## config.mk

```make
export PLATFORM = sky130hd
export DESIGN_NAME = input_arbiter_flat
export DESIGN_NICKNAME = d
export VERILOG_FILES = /design/src/rtl/input_arbiter_pkg.sv /design/src/rtl/input_arbiter_if.sv /design/src/rtl/rr_picker.sv /design/src/rtl/input_arbiter.sv /design/src/flat_wrapper.sv
export SDC_FILE = /design/constraint.sdc
export NUM_CORES = 1
export LEC_CHECK = 0
export ABC_CLOCK_PERIOD_IN_PS = 3900
export CAP_MARGIN = 30
export CORE_AREA = 2 2 514 516
export CTS_CLUSTER_SIZE = 12
export DETAILED_ROUTE_END_ITERATION = 10
export DIE_AREA = 0 0 516 518
export SLEW_MARGIN = 30
export SYNTH_ARGS = -nofsm -noshare
export SYNTH_HDL_FRONTEND = slang
export SYNTH_SLANG_ARGS = --single-unit
```

## constraint.sdc

```tcl
create_clock -name clk_in -period 3.9 [get_ports clk_in]
set_input_delay 0.78 -clock clk_in [delete_from_list [all_inputs] [get_ports clk_in]]
set_output_delay 0.78 -clock clk_in [all_outputs]
set_load 0.01 [all_outputs]
```

## src/rtl/input_arbiter_pkg.sv

```systemverilog
// Shared types and constants for the frame-locking round-robin input arbiter.
package input_arbiter_pkg;

   localparam int FRAME_CNT_W = 16;
   localparam int IDLE_CNT_W  = 16;

   typedef enum logic {
      ST_IDLE   = 1'b0,
      ST_LOCKED = 1'b1
   } arb_state_t;

endpackage

```

## src/rtl/input_arbiter_if.sv

```systemverilog
// Requester-side handshake and beat bus of the input arbiter.
interface input_arbiter_if
   import input_arbiter_pkg::*;
#(
   parameter int N          = 8,
   parameter int DATA_WIDTH = 32,
   parameter int NUM_REQ    = 4
);
   localparam int SRC_W = $clog2(NUM_REQ);

   logic [NUM_REQ-1:0]                         req_en_in;
   logic [NUM_REQ-1:0]                         valid_in;
   logic [NUM_REQ-1:0]                         eof_in;
   logic [NUM_REQ-1:0][N-1:0][DATA_WIDTH-1:0]  vector_in;
   logic [NUM_REQ-1:0]                         ready_out;
   logic                                       valid_out;
   logic                                       eof_out;
   logic [N-1:0][DATA_WIDTH-1:0]               vector_out;
   logic [SRC_W-1:0]                           src_id_out;
   logic                                       abort_out;
   logic [FRAME_CNT_W-1:0]                     frame_cnt_out;

   modport master (
      output req_en_in, valid_in, eof_in, vector_in,
      input  ready_out, valid_out, eof_out, vector_out, src_id_out, abort_out, frame_cnt_out
   );

   modport slave (
      input  req_en_in, valid_in, eof_in, vector_in,
      output ready_out, valid_out, eof_out, vector_out, src_id_out, abort_out, frame_cnt_out
   );

endinterface

```

## src/rtl/rr_picker.sv

```systemverilog
// Combinational round-robin picker: first request at or after the pointer, wrapping.
module rr_picker #(
   parameter int NUM_REQ = 4,
   localparam int IDX_W  = $clog2(NUM_REQ)
) (
   input  logic [NUM_REQ-1:0] i_req,
   input  logic [IDX_W-1:0]   i_ptr,
   output logic [NUM_REQ-1:0] o_grant,
   output logic [IDX_W-1:0]   o_idx,
   output logic               o_found
);

   logic [IDX_W-1:0] w_cand_idx;

   always_comb begin
      o_grant    = '0;
      o_idx      = '0;
      o_found    = 1'b0;
      w_cand_idx = '0;
      for (int i = 0; i < NUM_REQ; i++) begin
         w_cand_idx = IDX_W'((int'(i_ptr) + i) % NUM_REQ);
         if (!o_found && i_req[w_cand_idx]) begin
            o_found             = 1'b1;
            o_idx               = w_cand_idx;
            o_grant[w_cand_idx] = 1'b1;
         end
      end
   end

endmodule

```

## src/rtl/input_arbiter.sv

```systemverilog
// Frame-locking round-robin arbiter: one requester owns the output until eof or idle timeout.
//   state     | meaning
//   ST_IDLE   | no frame open; grant goes to round-robin winner among enabled, valid requesters
//   ST_LOCKED | frame open on r_owner; only the owner is accepted, idle cycles counted
module input_arbiter
   import input_arbiter_pkg::*;
#(
   parameter int N          = 8,
   parameter int DATA_WIDTH = 32,
   parameter int NUM_REQ    = 4,
   parameter int TIMEOUT    = 64
) (
   input  logic            clk_in,
   input  logic            rst_n_in,
   input_arbiter_if.slave  arb_if
);

   localparam int IDX_W = $clog2(NUM_REQ);

   arb_state_t                   r_state, w_state_nxt;
   logic [IDX_W-1:0]             r_rr_ptr, w_rr_ptr_nxt;
   logic [IDX_W-1:0]             r_owner, w_owner_nxt;
   logic [IDLE_CNT_W-1:0]        r_idle_cnt, w_idle_cnt_nxt;

   logic [NUM_REQ-1:0]           w_cand, w_pick_grant, w_ready;
   logic [IDX_W-1:0]             w_pick_idx, w_acc_idx;
   logic                         w_pick_found, w_accept, w_acc_eof, w_timeout;

   logic                         r_valid_out, r_eof_out, r_abort_out;
   logic [N-1:0][DATA_WIDTH-1:0] r_vector_out;
   logic [IDX_W-1:0]             r_src_id;
   logic [FRAME_CNT_W-1:0]       r_frame_cnt;

   function automatic logic [IDX_W-1:0] next_idx(input logic [IDX_W-1:0] idx);
      return (idx == IDX_W'(NUM_REQ - 1)) ? '0 : idx + 1'b1;
   endfunction

   assign w_cand = arb_if.valid_in & arb_if.req_en_in;

   rr_picker #(.NUM_REQ(NUM_REQ)) u_rr_picker (
      .i_req   (w_cand),
      .i_ptr   (r_rr_ptr),
      .o_grant (w_pick_grant),
      .o_idx   (w_pick_idx),
      .o_found (w_pick_found)
   );

   always_comb begin
      w_state_nxt    = r_state;
      w_rr_ptr_nxt   = r_rr_ptr;
      w_owner_nxt    = r_owner;
      w_idle_cnt_nxt = r_idle_cnt;
      w_ready        = '0;
      w_acc_idx      = r_owner;
      w_timeout      = 1'b0;
      case (r_state)
         ST_IDLE: begin
            w_ready        = w_pick_grant;
            w_acc_idx      = w_pick_idx;
            w_idle_cnt_nxt = '0;
            // the winner is valid by construction, so a found winner is an accepted beat
            if (w_pick_found) begin
               if (arb_if.eof_in[w_pick_idx]) begin
                  w_rr_ptr_nxt = next_idx(w_pick_idx);
               end else begin
                  w_state_nxt = ST_LOCKED;
                  w_owner_nxt = w_pick_idx;
               end
            end
         end
         ST_LOCKED: begin
            w_ready[r_owner] = 1'b1;
            if (arb_if.valid_in[r_owner]) begin
               w_idle_cnt_nxt = '0;
               if (arb_if.eof_in[r_owner]) begin
                  w_state_nxt  = ST_IDLE;
                  w_rr_ptr_nxt = next_idx(r_owner);
               end
            end else if (r_idle_cnt == IDLE_CNT_W'(TIMEOUT - 1)) begin
               w_state_nxt    = ST_IDLE;
               w_rr_ptr_nxt   = next_idx(r_owner);
               w_idle_cnt_nxt = '0;
               w_timeout      = 1'b1;
            end else begin
               w_idle_cnt_nxt = r_idle_cnt + 1'b1;
            end
         end
         default: w_state_nxt = ST_IDLE;
      endcase
      if (!rst_n_in) w_ready = '0;
   end

   assign w_accept  = |(w_ready & arb_if.valid_in);
   assign w_acc_eof = arb_if.eof_in[w_acc_idx];

   always_ff @(posedge clk_in) begin
      if (!rst_n_in) begin
         r_state    <= ST_IDLE;
         r_rr_ptr   <= '0;
         r_owner    <= '0;
         r_idle_cnt <= '0;
      end else begin
         r_state    <= w_state_nxt;
         r_rr_ptr   <= w_rr_ptr_nxt;
         r_owner    <= w_owner_nxt;
         r_idle_cnt <= w_idle_cnt_nxt;
      end
   end

   always_ff @(posedge clk_in) begin
      if (!rst_n_in) begin
         r_valid_out  <= 1'b0;
         r_eof_out    <= 1'b0;
         r_abort_out  <= 1'b0;
         r_vector_out <= '0;
         r_src_id     <= '0;
         r_frame_cnt  <= '0;
      end else begin
         r_valid_out <= w_accept;
         r_eof_out   <= w_accept & w_acc_eof;
         r_abort_out <= w_timeout;
         if (w_accept) begin
            r_vector_out <= arb_if.vector_in[w_acc_idx];
            r_src_id     <= w_acc_idx;
         end
         if (w_accept && w_acc_eof) r_frame_cnt <= r_frame_cnt + 1'b1;
      end
   end

   assign arb_if.ready_out     = w_ready;
   assign arb_if.valid_out     = r_valid_out;
   assign arb_if.eof_out       = r_eof_out;
   assign arb_if.abort_out     = r_abort_out;
   assign arb_if.vector_out    = r_vector_out;
   assign arb_if.src_id_out    = r_src_id;
   assign arb_if.frame_cnt_out = r_frame_cnt;

endmodule

```

## src/flat_wrapper.sv

```systemverilog
// flat-port wrapper written by rule: the top's interface ports become plain ports
module input_arbiter_flat import input_arbiter_pkg::*;
#(
   parameter int N          = 8,
   parameter int DATA_WIDTH = 32,
   parameter int NUM_REQ    = 4,
   parameter int TIMEOUT    = 64
)
  (clk_in, rst_n_in, arb_if_req_en_in, arb_if_valid_in, arb_if_eof_in, arb_if_vector_in, arb_if_ready_out, arb_if_valid_out, arb_if_eof_out, arb_if_vector_out, arb_if_src_id_out, arb_if_abort_out, arb_if_frame_cnt_out);
  input_arbiter_if #(.N(N), .DATA_WIDTH(DATA_WIDTH), .NUM_REQ(NUM_REQ)) arb_if_i ();
  input  logic clk_in;
  input  logic rst_n_in;
  input wire logic [$bits(arb_if_i.req_en_in)-1:0] arb_if_req_en_in;
  input wire logic [$bits(arb_if_i.valid_in)-1:0] arb_if_valid_in;
  input wire logic [$bits(arb_if_i.eof_in)-1:0] arb_if_eof_in;
  input wire logic [$bits(arb_if_i.vector_in)-1:0] arb_if_vector_in;
  output wire logic [$bits(arb_if_i.ready_out)-1:0] arb_if_ready_out;
  output wire logic [$bits(arb_if_i.valid_out)-1:0] arb_if_valid_out;
  output wire logic [$bits(arb_if_i.eof_out)-1:0] arb_if_eof_out;
  output wire logic [$bits(arb_if_i.vector_out)-1:0] arb_if_vector_out;
  output wire logic [$bits(arb_if_i.src_id_out)-1:0] arb_if_src_id_out;
  output wire logic [$bits(arb_if_i.abort_out)-1:0] arb_if_abort_out;
  output wire logic [$bits(arb_if_i.frame_cnt_out)-1:0] arb_if_frame_cnt_out;
  assign arb_if_i.req_en_in = arb_if_req_en_in;
  assign arb_if_i.valid_in = arb_if_valid_in;
  assign arb_if_i.eof_in = arb_if_eof_in;
  assign arb_if_i.vector_in = arb_if_vector_in;
  assign arb_if_ready_out = arb_if_i.ready_out;
  assign arb_if_valid_out = arb_if_i.valid_out;
  assign arb_if_eof_out = arb_if_i.eof_out;
  assign arb_if_vector_out = arb_if_i.vector_out;
  assign arb_if_src_id_out = arb_if_i.src_id_out;
  assign arb_if_abort_out = arb_if_i.abort_out;
  assign arb_if_frame_cnt_out = arb_if_i.frame_cnt_out;
  input_arbiter #(.N(N), .DATA_WIDTH(DATA_WIDTH), .NUM_REQ(NUM_REQ), .TIMEOUT(TIMEOUT)) u_core (.clk_in(clk_in), .rst_n_in(rst_n_in), .arb_if(arb_if_i));
endmodule
```

; Word-level counts from Yosys, hierarchy flattened
; Index checks and enable logic that the tools add are counted.
; Widths: inputs -> output; s select.
[classes]
add_sub_neg = 7
n_lt_le_gt_ge = 12
n_eq_ne = 7
mux = 61
n_bitwise = 9
n_reduce_logical = 16
[ops]
columns = cell, count
row1 = $bmux 256 s2, 1
row2 = $mux 256, 1
row3 = $add 16x1->16 const B, 2
row4 = $mux 16, 2
row5 = $pmux 16 s2, 1
row6 = $mux 2, 12
row7 = $mux 1, 23
row8 = $lt 2x3->1 const B, 7
row9 = $mux 4, 5
row10 = $bmux 1 s2, 8
row11 = $eq 16x6->1 const B, 1
row12 = $or 4x4->4, 3
row13 = $demux 1 s2, 5
row14 = $ge 2x1->1 const B, 5
row15 = $logic_and 1x1->1, 9
row16 = $and 4x4->4, 2
row17 = $pmux 4 s2, 1
row18 = $add 2x1->2 const B, 3
row19 = $ne 3x3->1 const B, 2
row20 = $add 2x2->2 const B, 2
row21 = $eq 2x2->1 const B, 2
row22 = $pmux 2 s2, 1
row23 = $reduce_and 4->1, 1
row24 = $reduce_or 4->1, 1
row25 = other kinds (8), 12
[word_totals]
reg_bits = 298
in_bits = 1038
out_inout_bits = 281

; Logic depth before layout (Yosys ltp)
[logic_depth]
depth_word = 18
ltp_mapped = 15
mapped_depth_nobuf = 11

; Hierarchy
; From an unflattened synthesis, not the netlist that was laid out.
[hier_totals]
hier_cells = 1704
area_unflattened_um2 = 17152.7
[by_module_without_submodules]
columns = module, n_inst, cells_each, area_per_inst_um2
row1 = input_arbiter, 1, 1659, 16733.5
row2 = rr_picker, 1, 45, 419.2

; Least setup slack after synthesis
; Ideal clock, no wire load.
[synth_path]
path_kind = input port to flip-flop
startpoint = input port arb_if_valid_in[3]
endpoint = register u_core.r_vector_out (netlist bit u_core.arb_if.vector_out[33])
arrival_ps = 3181
setup_slack_ps = 645
path_stages = 10
n_path_buf = 3
path_cell_list = and2_1 -> mux4_2 -> a211oi_1 -> o32a_1 -> buf_4 -> mux2_4 -> buf_2 -> clkbuf_1 -> mux2_2 -> o21ai_0
[synth_via]
elab_chain_len = 17
word_cells_on_any_way = 36
classes_between = 24 x mux / 5 x bitwise / 7 x reduce/logical
[synth_rtl]
columns = item, line
row1 = start: declaration, flat_wrapper.sv:14  ; input wire logic [$bits(arb_if_i.valid_in)-1:0] arb_if_valid_in;
row2 = $and 4x4->4, input_arbiter.sv:38  ; assign w_cand = arb_if.valid_in & arb_if.req_en_in;
row3 = $bmux 1 s2, rr_picker.sv:22  ; if (!o_found && i_req[w_cand_idx]) begin
row4 = $mux 1 (implied by the code), rr_picker.sv:22
row5 = $mux 1, rr_picker.sv:22
row6 = $logic_not 1->1, rr_picker.sv:22
row7 = $logic_and 1x1->1, rr_picker.sv:22
row8 = $mux 1, rr_picker.sv:22
row9 = $logic_not 1->1, rr_picker.sv:22
row10 = $logic_and 1x1->1, rr_picker.sv:22
row11 = $mux 1, rr_picker.sv:22
row12 = $logic_not 1->1, rr_picker.sv:22
row13 = $logic_and 1x1->1, rr_picker.sv:22
row14 = $mux 4, rr_picker.sv:22
row15 = $pmux 4 s2, input_arbiter.sv:56  ; case (r_state)
row16 = $mux 4, input_arbiter.sv:90  ; if (!rst_n_in) w_ready = '0;
row17 = $and 4x4->4, input_arbiter.sv:93  ; assign w_accept = |(w_ready & arb_if.valid_in);
row18 = $reduce_or 4->1, input_arbiter.sv:93
row19 = end signal: assignment, input_arbiter.sv:123  ; r_vector_out <= arb_if.vector_in[w_acc_idx];
row20 = end: declaration, input_arbiter.sv:30  ; logic [N-1:0][DATA_WIDTH-1:0] r_vector_out;
; Parallel ways exist; a longest one is shown, timed or not. The select of a mux whose other input is x is not followed.
; A chain may end at the register's enable or synchronous reset.

; Worst setup path in the final report
[layout_path]
startpoint = input port arb_if_req_en_in[2]
endpoint = output port arb_if_ready_out[1]
[layout_via]
elab_chain_len = 15
word_cells_on_any_way = 27
classes_between = 17 x mux / 4 x bitwise / 6 x reduce/logical
[layout_rtl]
columns = item, line
row1 = start: declaration, flat_wrapper.sv:13  ; input wire logic [$bits(arb_if_i.req_en_in)-1:0] arb_if_req_en_in;
row2 = $and 4x4->4 (*), input_arbiter.sv:38
row3 = $bmux 1 s2, rr_picker.sv:22
row4 = $mux 1 (implied by the code), rr_picker.sv:22
row5 = $mux 1, rr_picker.sv:22
row6 = $logic_not 1->1, rr_picker.sv:22
row7 = $logic_and 1x1->1, rr_picker.sv:22
row8 = $mux 1, rr_picker.sv:22
row9 = $logic_not 1->1, rr_picker.sv:22
row10 = $logic_and 1x1->1, rr_picker.sv:22
row11 = $mux 1, rr_picker.sv:22
row12 = $logic_not 1->1, rr_picker.sv:22
row13 = $logic_and 1x1->1, rr_picker.sv:22
row14 = $mux 4 (*), rr_picker.sv:22
row15 = $pmux 4 s2 (*), input_arbiter.sv:56
row16 = $mux 4 (*), input_arbiter.sv:90
row17 = end: declaration, flat_wrapper.sv:17  ; output wire logic [$bits(arb_if_i.ready_out)-1:0] arb_if_ready_out;
; Mark *: on every way between the ends. The rest lies on a longest branch, timed or not. The select of a mux whose other input is x is not followed.

==> flow_metrics.py <==
metrics = {
    "detailed_routing": {
        "drt.antenna.violating_nets": 0,
        "wl_per_cell_um": 34.24,
        "drc": 0,
        "dr_total_vias": 24210,
        "drt_iter0_markers": 1934,
        "viasPerCell": 3.446,
        "routed_wl_um": 240500,
        "first_pass_iters": 5,
    },
    "layout": {
        "area_growth_pct": 102.8,
        "drive_above_1_share_pct": 15.27,
        "instances_no_fill": 7024,
        "layout.nets": 4458,
    },
    "synth": {
        "synth_top_area_cell": "dfxtp_1",
        "synth_top_cell_area_share_pct": 30.57,
        "synth_flop_cell": "dfxtp_1",
        "ys_seq_area_share_pct": 30.57,
        "postSynthCellCount": 2059,
        "ys_warn_count": 0,
        "syn_avg_cell_area_um2": 9.478,
        "synth_most_common_cell": "mux2i_1",
        "ys_types": 55,
        "ys_ff_latch": 298,
        "synthesis.area_mm2": 0.01952,
        "yosys-top-cells-count": "mux2i_1 (522), dfxtp_1 (298), nand3_1 (275)",
        "synth_edf_count": 0,
        "async_flop_share_pct": 0,
        "syn_nets": 3111,
        "synth_area_leaders": "dfxtp_1 (31%), mux2i_1 (27%), mux2_2 (15%)",
    },
    "setup_path": {
        "ff2ff_path_depth": 12,
        "r2r-start": "u_core.r_rr_ptr[0]",
        "crit_type": "in -> out",
        "cp.arrival_ns": 3.07,
        "endpoint_kind": "primary output",
        "worstSetupStartpoint": "arb_if_req_en_in[2]",
        "cp_data_required_time_ns": 3.12,
        "start_kind": "input pin",
        "cp_max_fo": 4,
    },
    "clock_network": {
        "numCtsBuffers": 46,
        "cts_hold_buffers": 0,
        "cts_tree": "yes",
        "cts_num_sinks": 298,
        "cts_root_buf": "clkbuf_16",
        "clockBufferDepth": 3,
        "cts_max_level": 2,
        "clk_latency_ns": 0.67,
        "path_clk_slew_ns": 0.05,
    },
    "timing": {
        "worst_slew_pin_slew_ns": 0.9886,
        "period_share_pct": 98.82,
        "clock_skew_ns": 0.03959,
        "whs_ns": 0.4461,
        "slew_headroom_pct": 34.10,
        "setup_viol": 0,
        "period_minus_slack_ns": 3.854,
        "max_freq_mhz": 259.5,
        "hold_violations": 0,
        "setup_slack_ns": 0.04604,
        "grt_setup_unrepaired": "no",
        "maxSlewViolCount": 0,
    },
    "power_and_ir_drop": {
        "switchingPower_mw": 14.25,
        "vdd_drop_max_uv": 703.0,
        "clockPowerShare_pct": 14.6,
        "comb_power_share_pct": 70.4,
        "pwr-share-seq_pct": 14.9,
        "p_int_mw": 17.64,
        "power.density_mw_per_mm2": 805.8,
        "swShare_pct": 44.68,
        "leakage_nw": 15.34,
    },
    "placement": {
        "place_inst": 6870,
        "io_buffers": 1318,
        "preCtsSetupSlack_ns": -0.7012,
        "dp.final_hpwl_um": 216600,
        "gp_congestion": 0.9975,
    },
    "job": {
        "cap_violations": 0,
    },
    "floorplanning": {
        "die_h_um": 518,
        "dieArea_mm2": 0.2673,
        "io_pins": 1319,
        "placementRows": 188,
        "dieWidth_um": 516,
        "initial_utilization_pct": 7.461,
        "core_area_mm2": 0.2616,
    },
    "global_route": {
        "grt_pass1_vias": 23410,
        "grt_max_degree": 105,
        "grt_use_total_pct": 17.20,
        "gr-total-overflow": 0,
        "grt_first_pass_wirelength_um": 289200,
        "antenna_found_initial": 269,
    },
    "outcome": {
        "outcome": "completed",
    },
    "hold_path": {
        "hp-start": "u_core.r_idle_cnt[0]",
        "hp-class": "reg -> reg",
        "whs_path_depth": 1,
    },
}
metal layers:
metal	global-route usage [%]	part of all wire [%]
met1	20.12	39
met2	26.09	42
met4	4.722	3.3
met5	0	0.54
met3	10.45	15
per-stage QoR:
step                power (mW)  instance area (um^2)  setup TNS, ns  utilization (%)
floorplan                17.50                 19520              0                -
global placement         27.18                 37730         -91.08            14.43
detailed placement       27.35                 37730        -104.84            14.43
CTS                      32.26                 39390              0            15.06
global route             33.55                 39460              0            15.08
finish                   31.89                 39580              0            15.13
critical path: stages:
cell and delay, ns:
dlygate4sd2_1 0.36, and2_4 0.20, mux4_2 0.51, buf_4 0.16
buf_4 0.13, a21o_1 0.17, a221o_1 0.30, a21oi_2 0.13
nor2_1 0.06, dlygate4sd2_1 0.28
layout make-up:
type	instances	area, um^2
diodes	70	175.2
clock buffers	62	1321
clock inverters	19	292.8
fillers	29500	222000
inverters	15	56.30
multi-input cells	1558	12530
flip-flops and latches	298	5966
well taps	3515	4398
repair buffers	1487	14840
what timing repair did:
action | CTS | global route
buffers inserted | 2 | 1
setup endpoints to repair | 4 | 4
cloned | 0 | 0
gates resized for setup | 21 | 4
path summary, 6_finish.rpt:
kind,slack (ns),endpoint
worst max-delay path,0.05,arb_if_ready_out[1]
worst min-delay path,0.45,u_core.r_idle_cnt[0]
worst max register to register,0.20,u_core.arb_if.vector_out[122]
worst min register to register,0.45,u_core.r_idle_cnt[0]
cells in the final DEF, fill, tap and decap left out, types with 8 or more instances in the layout:
cell / instances
dfxtp_1: 298
nand2_1: 32
o21ai_1: 29
buf_4: 136
a21oi_1: 19
nor2_1: 37
o31ai_1: 9
ha_1: 13
mux2_2: 256
xor2_1: 8
and3_1: 8
buf_12: 31
dlygate4sd2_1: 11
diode_2: 70
nand4_1: 15
inv_1: 14
clkdlybuf4s50_1: 1303
clkbuf_8: 11
clkbuf_16: 46
nand3_1: 275
nand2b_1: 10
mux2i_1: 521
o21ai_0: 237
power by group through the flow:
stage,sequential [mW],combinational [mW],clock [mW]
CTS,4.76,22.7,4.84
floorplan,5.04,12.5,0
global route,4.85,23.8,4.87
finish,4.77,22.5,4.66
global placement,4.78,22.4,0
detailed placement,4.79,22.6,0
logic make-up after synthesis:
group / after synthesis / synth area share (%)
simple gates: 414 / 10.75
fa+ha+maj: 14 / 0.8976
mux: 785 / 42.31
flops: 298 / 30.57
buf+inv: 203 / 5.610
compound gates: 331 / 9.238
xor+xnor: 14 / 0.6283
registers in the layout, indices dropped and copies added (netlist names):
register and count:
u_core.r_idle_cnt 16, u_core.arb_if.src_id_out 2, u_core.r_state 1, u_core.arb_if.vector_out 256, u_core.r_rr_ptr 2, u_core.arb_if.valid_out 1, u_core.arb_if.abort_out 1, u_core.arb_if.eof_out 1
u_core.r_owner 2, u_core.arb_if.frame_cnt_out 16
Power figures use the tool's default switching activity.
